**config.mk**
```make
export PLATFORM = sky130hd
export DESIGN_NAME = kmac_intr_aggr_flat
export DESIGN_NICKNAME = d
export VERILOG_FILES = /design/src/rtl/kmac_intr_aggr_if.sv /design/src/rtl/kmac_intr_aggr.sv /design/src/flat_wrapper.sv
export SDC_FILE = /design/constraint.sdc
export NUM_CORES = 1
export LEC_CHECK = 0
export CAP_MARGIN = 15
export CORE_MARGIN = 2
export CORE_UTILIZATION = 45
export CTS_CLUSTER_DIAMETER = 50
export DETAILED_ROUTE_END_ITERATION = 10
export PLACE_DENSITY = 0.74
export SKIP_CTS_REPAIR_TIMING = 1
export SLEW_MARGIN = 20
export SYNTH_ARGS = -nofsm -noshare
export SYNTH_HDL_FRONTEND = slang
export SYNTH_SLANG_ARGS = --single-unit
```
**constraint.sdc**
```tcl
create_clock -name clk -period 2.3 [get_ports clk]
set_clock_uncertainty 0.2 [all_clocks]
set_input_delay 0.46 -clock clk [delete_from_list [all_inputs] [get_ports clk]]
set_output_delay 0.46 -clock clk [all_outputs]
set_load 0.05 [all_outputs]
```
**src/rtl/kmac_intr_aggr_if.sv**
```systemverilog
// kmac_intr_aggr_if: single-cycle register bus between the CPU side (master) and the aggregator (slave).
// The slave answers every request one cycle later with an ack and registered read data.
interface kmac_intr_aggr_if;
    logic        reg_req;
    logic        reg_wr;
    logic [3:0]  reg_addr;
    logic [31:0] reg_wdata;
    logic        reg_ack;
    logic [31:0] reg_rdata;
    modport master (output reg_req, reg_wr, reg_addr, reg_wdata, input reg_ack, reg_rdata);
    modport slave (input reg_req, reg_wr, reg_addr, reg_wdata, output reg_ack, reg_rdata);
endinterface

```
**src/rtl/kmac_intr_aggr.sv**
```systemverilog
// kmac_intr_aggr: per-channel edge/level interrupt capture with enable, sticky W1C status,
// SW trigger and saturating event counters, folded into one registered global interrupt.
module kmac_intr_aggr #(
    parameter int                NUM_CH    = 4,
    parameter int                CNT_W     = 8,
    parameter logic [NUM_CH-1:0] EDGE_MODE = '1
) (
    input  logic              clk,
    input  logic              reset_n,
    input  logic [NUM_CH-1:0] i_intr_src,
    kmac_intr_aggr_if.slave   bus,
    output logic [NUM_CH-1:0] o_sts,
    output logic              o_intr
);
    if (NUM_CH < 1 || NUM_CH > 12 || CNT_W < 1 || CNT_W > 32) begin : g_param_check
        $fatal(1, "kmac_intr_aggr: NUM_CH must be 1..12 and CNT_W 1..32");
    end

    logic [NUM_CH-1:0] r_prev;
    logic [NUM_CH-1:0] r_en;
    logic [NUM_CH-1:0] r_sts;
    logic              r_gen;
    logic [CNT_W-1:0]  r_cnt [NUM_CH];
    logic              r_ack;
    logic [31:0]       r_rdata;

    logic              w_wr;
    logic [NUM_CH-1:0] w_ev;
    logic [NUM_CH-1:0] w_set;
    logic [NUM_CH-1:0] w_w1c;
    logic [NUM_CH-1:0] w_clr;
    logic [CNT_W-1:0]  w_cnt_nxt [NUM_CH];
    logic [31:0]       w_rdata;

    assign w_wr  = bus.reg_req & bus.reg_wr;
    // Level channels ignore prev so they fire every cycle the source is high
    assign w_ev  = i_intr_src & ~(r_prev & EDGE_MODE);
    assign w_set = (w_ev & r_en) | ((w_wr && bus.reg_addr == 4'h2) ? bus.reg_wdata[NUM_CH-1:0] : '0);
    assign w_w1c = (w_wr && bus.reg_addr == 4'h1) ? bus.reg_wdata[NUM_CH-1:0] : '0;

    // Clear is applied first so a clear plus an increment lands on 1
    always_comb begin
        w_clr     = '0;
        w_cnt_nxt = r_cnt;
        for (int i = 0; i < NUM_CH; i++) begin
            w_clr[i]     = w_wr && bus.reg_addr == 4'(i + 4);
            w_cnt_nxt[i] = w_clr[i] ? '0 : r_cnt[i];
            w_cnt_nxt[i] = (w_set[i] && !(&w_cnt_nxt[i])) ? w_cnt_nxt[i] + 1'b1 : w_cnt_nxt[i];
        end
    end

    always_comb begin
        w_rdata = bus.reg_addr == 4'h0 ? 32'(r_en)  :
                  bus.reg_addr == 4'h1 ? 32'(r_sts) :
                  bus.reg_addr == 4'h3 ? 32'(r_gen) : '0;
        for (int i = 0; i < NUM_CH; i++)
            if (bus.reg_addr == 4'(i + 4)) w_rdata = 32'(r_cnt[i]);
    end

    always_ff @(posedge clk or negedge reset_n) begin
        if (!reset_n) begin
            r_prev  <= '0;
            r_en    <= '0;
            r_sts   <= '0;
            r_gen   <= 1'b0;
            r_cnt   <= '{default: '0};
            r_ack   <= 1'b0;
            r_rdata <= '0;
            o_intr  <= 1'b0;
        end else begin
            r_prev  <= i_intr_src;
            r_sts   <= (r_sts & ~w_w1c) | w_set;
            r_cnt   <= w_cnt_nxt;
            if (w_wr && bus.reg_addr == 4'h0) r_en <= bus.reg_wdata[NUM_CH-1:0];
            if (w_wr && bus.reg_addr == 4'h3) r_gen <= bus.reg_wdata[0];
            r_ack   <= bus.reg_req;
            r_rdata <= (bus.reg_req && !bus.reg_wr) ? w_rdata : '0;
            // Built from registered status, so it trails a status set by one cycle
            o_intr  <= r_gen & |(r_sts & r_en);
        end
    end

    assign o_sts         = r_sts;
    assign bus.reg_ack   = r_ack;
    assign bus.reg_rdata = r_rdata;
endmodule

```
**src/flat_wrapper.sv**
```systemverilog
// flat-port wrapper written by rule: the top's interface ports become plain ports
module kmac_intr_aggr_flat 
#(
    parameter int                NUM_CH    = 4,
    parameter int                CNT_W     = 8,
    parameter logic [NUM_CH-1:0] EDGE_MODE = '1
)
  (clk, reset_n, i_intr_src, o_sts, o_intr, bus_reg_req, bus_reg_wr, bus_reg_addr, bus_reg_wdata, bus_reg_ack, bus_reg_rdata);
  kmac_intr_aggr_if bus_i ();
  input  logic clk;
  input  logic reset_n;
  input  logic [NUM_CH-1:0] i_intr_src;
  output logic [NUM_CH-1:0] o_sts;
  output logic o_intr;
  input wire logic [$bits(bus_i.reg_req)-1:0] bus_reg_req;
  input wire logic [$bits(bus_i.reg_wr)-1:0] bus_reg_wr;
  input wire logic [$bits(bus_i.reg_addr)-1:0] bus_reg_addr;
  input wire logic [$bits(bus_i.reg_wdata)-1:0] bus_reg_wdata;
  output wire logic [$bits(bus_i.reg_ack)-1:0] bus_reg_ack;
  output wire logic [$bits(bus_i.reg_rdata)-1:0] bus_reg_rdata;
  assign bus_i.reg_req = bus_reg_req;
  assign bus_i.reg_wr = bus_reg_wr;
  assign bus_i.reg_addr = bus_reg_addr;
  assign bus_i.reg_wdata = bus_reg_wdata;
  assign bus_reg_ack = bus_i.reg_ack;
  assign bus_reg_rdata = bus_i.reg_rdata;
  kmac_intr_aggr #(.NUM_CH(NUM_CH), .CNT_W(CNT_W), .EDGE_MODE(EDGE_MODE)) u_core (.clk(clk), .reset_n(reset_n), .i_intr_src(i_intr_src), .bus(bus_i), .o_sts(o_sts), .o_intr(o_intr));
endmodule
```
==> summary.txt <==
Area Growth Syn to Fin - 30.1%
Final std cells w/o fill - 516
Antenna violations before repair - 0
Clock network power share - 21.8%
Largest family of logic cells by synthesized area - simple AND/OR/NAND/NOR gates
Slew margin rel. - 66.3%
Routed wire length - 8420 um
Syn avg cell area - 10.1 sq um
Switching Fraction - 33.9%
Max-cap viol count - 0
Synth warn - 0
Dpl cell area - 4120 sq um
Final TNS setup - -27.8 ps
Internal - 1.91 mW
Launch point of the worst reg-to-reg path - u_core.r_cnt[8]
GPL Wtd Cong - 0.884
Final hold violation count - 0
CP peak stage delay - 470 ps
H-tree lvl count - 2
1st-iter DRT viols - 224
Die width - 90.1 um
GRT overflow - 0
Latest clock arrival within the worst-skew pair - 310 ps
Clk buf depth - 2
# diodes - 0
Crit path max fanout - 4
Dpl hpwl - 6230 um
Crit start category - primary input
Overall routing resource usage - 21.0%
Total core area - 7210 sq um
Worst path slowest cell - or4_1
Cell family contributing the most delay on the critical path - simple AND/OR/NAND/NOR gates
Xor-xnor portion of the synthesized cell area - 1.31%
Final core occ - 60.1%
Wirelength per Cell - 16.3 um
PnR worst setup slack - -27.8 ps
Critical path, cell by cell - buf_6 > and4b_2 > nand2_4 > and2_4 > ha_4 > and3_4 > o211a_4 > buf_6 > or4_1 > a21oi_1
Clk sinks - 55
Mapped Area - 3330 sq um
Status - finished, violations left
Leakage power - 2.05 nW
Final setup viols - 1
VDD IR max - 0.000337 V
# IOs - 82
Power density cells - 668 nW/um^2
Final min period - 2330 ps
Num rows - 31
Ys async rst share - 100%
Worst setup path startpoint - bus_reg_addr[3]
DR vias - 2900
CP Class - primary input to flop
# DRC - 0
Compound-gate portion of the synthesized area - 16.1%
Area share of fa/ha/maj cells after synthesis - 1.50%
Starting density of the core - 46.2%
Reg clk slew, reported paths - 90 ps
Total CTS buffers - 5
Violated checks - setup timing
Die height - 90.1 um
#FFs+latches synth - 55
Worst slew pin tran - 505 ps
Final Instance Area - 4340 sq um
Vias per cell - 5.62
Synth unique cells - 59
Share of cells above drive strength 1 - 29.0%
Simple-gate share of the synthesized area - 21.3%
Largest net degree at the start of global routing - 56
Root Buffer - clkbuf_8
CTS tree - yes
Max Slew Vio Count - 0
Post-DRT Antenna Nets - 0
Inst Count DP - 501
Worst path arrival time - 2360 ps
Seq/Total Area, Yosys - 41.3%
Vias in the first global route - 2863
Ys flop type - dfrtp_1
Synth Instances - 331
Unrepaired setup endpoints after global routing - yes
CP bufs+invs - 2
Die area - 8110 sq um
Final period utilization - 101%
Post-synth EDFFs - 0
Worst hold path class - primary input to flop
Peak clock frequency supported by timing - 430 MHz
Worst hold start - bus_reg_req
Critical path's most frequent cell - buf_6
Crit. End Element - flop
NumNets Final - 465
First-pass GRT wire length - 14000 um
IO buf count - 29
Multiplexer share of the synthesized area - 10.4%
Net Sw Power - 982 uW
TritonRoute pass-1 iters - 4
Sequential power share - 44.1%
Final Power - 2.89 mW
Worst path required time - 2340 ps
Gate power share - 34.1%
## logic make-up (layout without fill, tap and decap cells)
kind of cell | count (synthesis) | in the layout
DFF | 55 | 55
other | 1 | 24
muxes | 28 | 28
xor gates and xnor gates | 5 | 5
buffers and inverters | 43 | 106
and+or+nand+nor | 121 | 121
AOI/OAI and AO/OA | 74 | 74
adders and majority gates | 4 | 4
## layout by cell type (no fill, tap or decap), drive strengths merged, types with 6 or more instances in the layout
master         synthesis  final
nor2b                  6      6
conb                   1     24
mux2i                 11     11
nand2b                 9      9
nand2                 24     24
and2                   9      9
a31o                   6      6
dfrtp                 55     55
inv                    8      8
mux2                  13     13
a21oi                 14     14
clkdlybuf4s50          0     20
nor2                  10     10
nand3                 19     19
buf                   31     63
dlymetal6s2s           0      7
a31oi                 11     11
clkbuf                 4      6
and3                  10     10
o22ai                  7      7
## layer usage
metal / track usage [%] / vias to the layer above / wire [um]
li1: - / 1374 / -
met1: 27.9 / 1419 / 3630
met2: 35.6 / 93 / 4290
met3: 3.10 / 14 / 355
met4: 6.15 / 0 / 155
met5: 0 / - / 0
## sequential cells by signal, indices dropped and copies added (netlist names)
signal,count
u_core.r_prev,4
u_core.bus.reg_ack,1
u_core.o_intr,1
u_core.r_en,4
u_core.o_sts,4
u_core.r_cnt,32
u_core.bus.reg_rdata,8
u_core.r_gen,1
## final timing paths
check / to / slack [ps] / cells after the start
max: u_core.r_cnt[11] / -30 / 10
min: u_core.bus.reg_ack / 240 / 2
max reg2reg: u_core.r_cnt[11] / 200 / 7
min reg2reg: u_core.r_cnt[29] / 350 / 1
max in group asynchronous: u_core.r_cnt[14] / 1180 / 3
min in group asynchronous: u_core.r_cnt[12] / 470 / 3
## cells in the mapped netlist (all sizes together), types with 3 or more instances
cell	number	area (sq um)
dfrtp	55	1380
buf	31	220
nand2	24	90.1
nand3	19	95.1
a21oi	14	70.1
mux2	13	146
a31oi	11	83.8
mux2i	11	110
and3	10	62.6
nor2	10	37.5
and2	9	56.3
nand2b	9	56.3
inv	8	30.0
o22ai	7	43.8
a31o	6	52.6
nor2b	6	37.5
a211oi	5	37.5
o31ai	5	37.5
clkbuf	4	15.0
ha	4	50.1
mux4	4	90.1
nand4	4	25.0
nor3	4	20.0
o211a	4	40.0
or4	4	30.0
xor2	4	35.0
a22oi	3	22.5
and3b	3	26.3
and4	3	26.3
and4b	3	30.0
o211ai	3	22.5
o21ai	3	18.8
o21bai	3	22.5
## worst register-to-register path, delay by kind of cell, from the launching register on
kind	cells	cell delay [ps]
and+or+nand+nor	3	840
DFF	1	420
AOI/OAI and AO/OA	2	310
adders and majority gates	1	160
buffers and inverters	1	120
## power by group through the flow
stage / combinational [mW] / sequential (mW) / clock (mW)
2_1_floorplan: 0.638 / 1.29 / 0
3_3_place_gp: 0.927 / 1.28 / 0
3_5_place_dp: 0.968 / 1.29 / 0
4_1_cts: 0.973 / 1.27 / 0.648
5_1_grt: 1.07 / 1.30 / 0.686
6_report: 0.986 / 1.28 / 0.632
## area by class of cell
class	count	area, sq um
flip-flops and latches	55	1380
clock buffers	6	72.6
fillers	627	2880
repair buffers	91	796
multi-input cells	256	1910
clock inverters	1	30.0
well taps	99	124
inverters	8	30.0
## metrics by stage
stage / setup WS [ps] / hold slack [ps]
floorplan: -157 / -35.6
global placement: -554 / 283
detailed placement: -632 / 288
CTS: -318 / -54.4
global route: -44.7 / 248
finish: -27.8 / 244
No activity file was read; power rests on OpenSTA's default activity.
